--- src/rtl/deadlock_idx0_monitor_if.sv ---
// ---------------------------------------------------------------------------
// deadlock_idx0_monitor_if
//
// Groups the flags that a dataflow region exposes to its deadlock monitor,
// together with the monitor's verdict.
//
// Signals:
//   axis_block_sigs [N_AXIS-1:0] : 1 = top-level AXIS port stalled on the environment
//   inst_idle_sigs  [N_IDLE-1:0] : 1 = process / auxiliary instance idle
//                                  ([N_INST-1:0] per process, rest auxiliary)
//   inst_block_sigs [N_INST-1:0] : 1 = process stalled on an internal FIFO/handshake
//   block                        : sticky deadlock verdict from the monitor
//
// Modports:
//   master : the region side (drives the flags, observes the verdict)
//   slave  : the monitor side (samples the flags, drives the verdict)
// ---------------------------------------------------------------------------
interface deadlock_idx0_monitor_if #(
    parameter int N_AXIS = 2,
    parameter int N_INST = 14,
    parameter int N_IDLE = 18
);

    logic [N_AXIS-1:0] axis_block_sigs;
    logic [N_IDLE-1:0] inst_idle_sigs;
    logic [N_INST-1:0] inst_block_sigs;
    logic              block;

    modport master (
        output axis_block_sigs,
        output inst_idle_sigs,
        output inst_block_sigs,
        input  block
    );

    modport slave (
        input  axis_block_sigs,
        input  inst_idle_sigs,
        input  inst_block_sigs,
        output block
    );

endinterface

--- src/rtl/deadlock_idx0_monitor.sv ---
// ---------------------------------------------------------------------------
// deadlock_idx0_monitor
//
// Deadlock detector for dataflow region 0 of the myproject kernel. A cycle is
// a deadlock candidate when the region is not fully idle, every process is
// either idle or stalled, at least one process is stalled, and no external
// AXIS port is stalled. THRESHOLD consecutive candidate cycles latch a sticky
// block flag that only reset clears.
//
// Ports:
//   clock : rising-edge clock
//   reset : asynchronous, active-high reset
//   mon   : slave modport of deadlock_idx0_monitor_if
//             axis_block_sigs, inst_idle_sigs, inst_block_sigs in, block out
//
// State table:
//   state     | meaning
//   ST_WATCH  | counting consecutive candidate cycles in cnt, block = 0
//   ST_LOCKED | deadlock seen, block = 1, cnt frozen until reset
// ---------------------------------------------------------------------------
module deadlock_idx0_monitor #(
    parameter int N_AXIS    = 2,
    parameter int N_INST    = 14,
    parameter int N_IDLE    = 18,
    parameter int THRESHOLD = 16
) (
    input  logic                    clock,
    input  logic                    reset,
    deadlock_idx0_monitor_if.slave  mon
);

    localparam int CNT_W = (THRESHOLD < 1) ? 1 : $clog2(THRESHOLD + 1);
    localparam logic [CNT_W-1:0] CNT_LAST = CNT_W'(THRESHOLD - 1);

    typedef enum logic [0:0] {
        ST_WATCH  = 1'b0,
        ST_LOCKED = 1'b1
    } state_t;

    state_t           state;
    logic [CNT_W-1:0] cnt;
    logic             block_q;

    logic all_idle;
    logic all_stuck;
    logic any_blk;
    logic ext_blk;
    logic cand;

    // A fully idle region (including auxiliary instances) is simply finished,
    // and an external stall means the environment is slow; neither counts.
    assign all_idle  = &mon.inst_idle_sigs;
    assign all_stuck = &(mon.inst_idle_sigs[N_INST-1:0] | mon.inst_block_sigs);
    assign any_blk   = |mon.inst_block_sigs;
    assign ext_blk   = |mon.axis_block_sigs;
    assign cand      = ~all_idle & all_stuck & any_blk & ~ext_blk;

    always_ff @(posedge clock or posedge reset) begin
        if (reset) begin
            state   <= ST_WATCH;
            cnt     <= '0;
            block_q <= 1'b0;
        end else begin
            case (state)
                ST_WATCH: begin
                    if (cand) begin
                        // cnt holds the number of candidate edges already seen,
                        // so the THRESHOLD-th one locks instead of counting.
                        if (cnt == CNT_LAST) begin
                            state   <= ST_LOCKED;
                            block_q <= 1'b1;
                        end else begin
                            cnt <= cnt + CNT_W'(1);
                        end
                    end else begin
                        cnt <= '0;
                    end
                end
                ST_LOCKED: begin
                    block_q <= 1'b1;
                end
                default: begin
                    state   <= ST_WATCH;
                    cnt     <= '0;
                    block_q <= 1'b0;
                end
            endcase
        end
    end

    assign mon.block = block_q;

endmodule

--- src/flat_wrapper.sv ---
// flat-port wrapper written by rule: the top's interface ports become plain ports
module deadlock_idx0_monitor_flat 
#(
    parameter int N_AXIS    = 2,
    parameter int N_INST    = 14,
    parameter int N_IDLE    = 18,
    parameter int THRESHOLD = 16
)
  (clock, reset, mon_axis_block_sigs, mon_inst_idle_sigs, mon_inst_block_sigs, mon_block);
  deadlock_idx0_monitor_if #(.N_AXIS(N_AXIS), .N_INST(N_INST), .N_IDLE(N_IDLE)) mon_i ();
  input  logic clock;
  input  logic reset;
  input wire logic [$bits(mon_i.axis_block_sigs)-1:0] mon_axis_block_sigs;
  input wire logic [$bits(mon_i.inst_idle_sigs)-1:0] mon_inst_idle_sigs;
  input wire logic [$bits(mon_i.inst_block_sigs)-1:0] mon_inst_block_sigs;
  output wire logic [$bits(mon_i.block)-1:0] mon_block;
  assign mon_i.axis_block_sigs = mon_axis_block_sigs;
  assign mon_i.inst_idle_sigs = mon_inst_idle_sigs;
  assign mon_i.inst_block_sigs = mon_inst_block_sigs;
  assign mon_block = mon_i.block;
  deadlock_idx0_monitor #(.N_AXIS(N_AXIS), .N_INST(N_INST), .N_IDLE(N_IDLE), .THRESHOLD(THRESHOLD)) u_core (.clock(clock), .reset(reset), .mon(mon_i));
endmodule
--- config.mk ---
export PLATFORM = sky130hd
export DESIGN_NAME = deadlock_idx0_monitor_flat
export DESIGN_NICKNAME = d
export VERILOG_FILES = /design/src/rtl/deadlock_idx0_monitor_if.sv /design/src/rtl/deadlock_idx0_monitor.sv /design/src/flat_wrapper.sv
export SDC_FILE = /design/constraint.sdc
export NUM_CORES = 1
export LEC_CHECK = 0
export CAP_MARGIN = 10
export CORE_MARGIN = 3
export CORE_UTILIZATION = 35
export CTS_CLUSTER_DIAMETER = 100
export CTS_CLUSTER_SIZE = 28
export DETAILED_ROUTE_END_ITERATION = 12
export PLACE_DENSITY = 0.8
export SYNTH_ARGS = -nofsm -noshare
export SYNTH_HDL_FRONTEND = slang
export SYNTH_SLANG_ARGS = --single-unit
--- constraint.sdc ---
create_clock -name clock -period 1.95 [get_ports clock]
set_clock_uncertainty 0.15 [all_clocks]
set_input_delay 0.195 -clock clock [delete_from_list [all_inputs] [get_ports clock]]
set_output_delay 0.195 -clock clock [all_outputs]
set_load 0.01 [all_outputs]
==> out/results.tsv <==
metric	value	unit
status	completed	
syn_area_per_cell	8.51	sq um
vdd_ir_drop_max	402	uV
viasPerCell	5.63	
cts_hold_buf	0	
clk_pin_slew	0.05	ns
power_frac_clock	0.332	
crit_fanout	5	
worstSetupPathType	input pin to flip-flop	
dieArea	0.00212	sq mm
grt_max_degree	9	
cts-buffers-inserted	3	
worst_path_max_delay_cell	or4_4	
critPathRequiredTime	1.92	ns
post-cts-setup-buffers	0	
grt_pass1_vias	678	
syn_to_final_growth	77.5	%
gr-total-overflow	0	
synth_cells	66	
reg2reg_from	u_core.cnt[0]	
wl_met3	88	microns
ys_ff_latch	7	
final_hold_viol_count	0	
htreeDepth	1	
powerDensity	377	mW/mm^2
synth.area.top_cells	dfrtp_1 (31%), nand4_1 (10%), o22ai_1 (8.9%), nor4_1 (5.6%), a41oi_4 (4.9%)	
clkSinkCount	7	
rsz0062_at_grt	no	
routabilityCongestion	0.898	
core-area	0.00140	sq mm
final_core_util	0.713	
wl_per_cell	15.5	microns
first_iter_violations	19	
critPathLaunchType	input pin	
max_cap_viol_count	0	
final_common_cell	clkdlybuf4s50_1	
most-common-layout-cells	clkdlybuf4s50_1 (36), nand4_1 (9), o22ai_1 (8)	
reg2regPathDepth	8	
grt_pass1_wl	2980	microns
arrival	1.85	ns
place_hpwl	1770	microns
critPathMaxStageDelay	0.57	ns
synth_flop_cell	dfrtp_1	
top_layer	met3	
endpoint	u_core.cnt[3]	
cts-root-buf	clkbuf_4	
io_buffer_count	36	
path_cells	clkdlybuf4s50_1 -> and4_1 -> nand3_1 -> or4_4 -> buf_6 -> nand4_1 -> o211ai_1	
max_clock_freq	0.531	GHz
syn_nets	104	
antenna_found_initial	0	
num_antenna_cells	0	
period_needed	1.88	ns
pwr-share-comb	0.280	
p_leak	0.388	nW
clockBufferDepth	2	
finalWirelength	1930	microns
ant_nets	0	
worst_pin_slew	0.331	ns
io_pins	37	
synth_top_area_share	0.312	
syn_area	562	sq um
nets	148	
die_h	46.1	microns
cts_tree	built	
num_rows	13	
intPower	0.297	mW
clk_latency	0.24	ns
track_usage	0.203	
maxSlewViolCount	0	
ys_seq_area_frac	0.312	
ys_warn_count	0	
met2WireLength	1040	microns
start_util	0.402	
cts_resized	0	
worstSetupStartpoint	mon_inst_idle_sigs[5]	
tns	0	ns
power.switching	0.0793	mW
fin_crit_sh	0.965	
synth_top_cell_by_area	dfrtp_1	
drc	0	
synth_edf_count	0	
p_seq_frac	0.388	
fill_cells	109	
synth_cell_type_count	22	
drt-met1-wl	799	microns
setup_violations	0	
drive_above_1_share	0.119	
slew-limit-headroom	0.779	
timing.rr.end	u_core.cnt[3]	
ys_async_sr_fraction	1.00	
dieWidth	46.1	microns
sw_frac_of_total	0.211	
end_kind	flip-flop	
r2r_slack	0.15	ns
worstHoldPathType	input pin to async pin	
vias	698	
drtPass1Iterations	4	
registers in the layout (all words and copies together) (netlist names):
signal	flops
u_core.state	1
u_core.mon.block	1
u_core.cnt	5
cell families (layout without fill, tap and decap cells):
family | after synthesis | count (layout) | synth area share
buf+inv | 9 | 52 | 0.0757
flops | 7 | 7 | 0.312
fa+ha+maj | 2 | 2 | 0.0445
compound gates | 12 | 12 | 0.178
simple gates | 36 | 36 | 0.390
Yosys cell counts, types with 2 or more instances:
master / count
nor4_1: 5
o211ai_1: 2
nand2_1: 5
o22ai_1: 8
nand4_1: 9
nor2_1: 5
dfrtp_1: 7
nand3_1: 3
and3_1: 2
ha_1: 2
nor3_1: 2
inv_1: 6
critical path, delay by kind of cell:
kind                   cells  cell delay [ns]
and+or+nand+nor            4             0.93
buffers and inverters      2             0.64
AOI/OAI and AO/OA          1             0.09
power groups by stage:
stage	registers [mW]	logic, mW	clock network (mW)
6_report	0.146	0.105	0.125
4_1_cts	0.146	0.105	0.130
3_5_place_dp	0.148	0.105	0
5_1_grt	0.146	0.112	0.139
3_3_place_gp	0.148	0.103	0
2_1_floorplan	0.148	0.0161	0
area by class of cell:
cell class | count | area [sq um] | area share
repair buffers | 42 | 409 | 0.410
multi-input cells | 50 | 345 | 0.346
flip-flops and latches | 7 | 175 | 0.176
clock buffers | 4 | 26.3 | 0.0263
inverters | 6 | 22.5 | 0.0226
well taps | 15 | 18.8 | 0.0188
worst min-delay path by stage:
stage	slack, ns	start	to	depth (start not counted)
after floorplan	-0.15	reset	u_core.cnt[0]	1
after global placement	0.29	reset	u_core.cnt[3]	2
after detailed placement	0.29	reset	u_core.cnt[0]	2
after CTS	0.03	reset	u_core.state	2
after global routing	0.05	reset	u_core.mon.block	2
final	0.03	reset	u_core.cnt[0]	2
per-stage QoR:
step           hold slack [ns]  std cells  setup WS [ns]  instance area [sq um]  total power, mW
6_report                0.0260        124         0.0678                    997            0.376
3_5_place_dp             0.292        120         -0.250                    966            0.253
2_1_floorplan           -0.152         66          0.165                    562            0.164
4_1_cts                 0.0280        124         0.0103                    992            0.381
5_1_grt                 0.0476        124        0.00650                    997            0.396
3_3_place_gp             0.290        120         -0.210                    966            0.251
layer usage:
layer,track usage,vias to the layer above
li1,-,350
met4,0.0284,0
met1,0.251,319
met3,0.0625,0
met5,0,-
met2,0.349,29
Note: power is estimated with default switching activity, not from simulation.
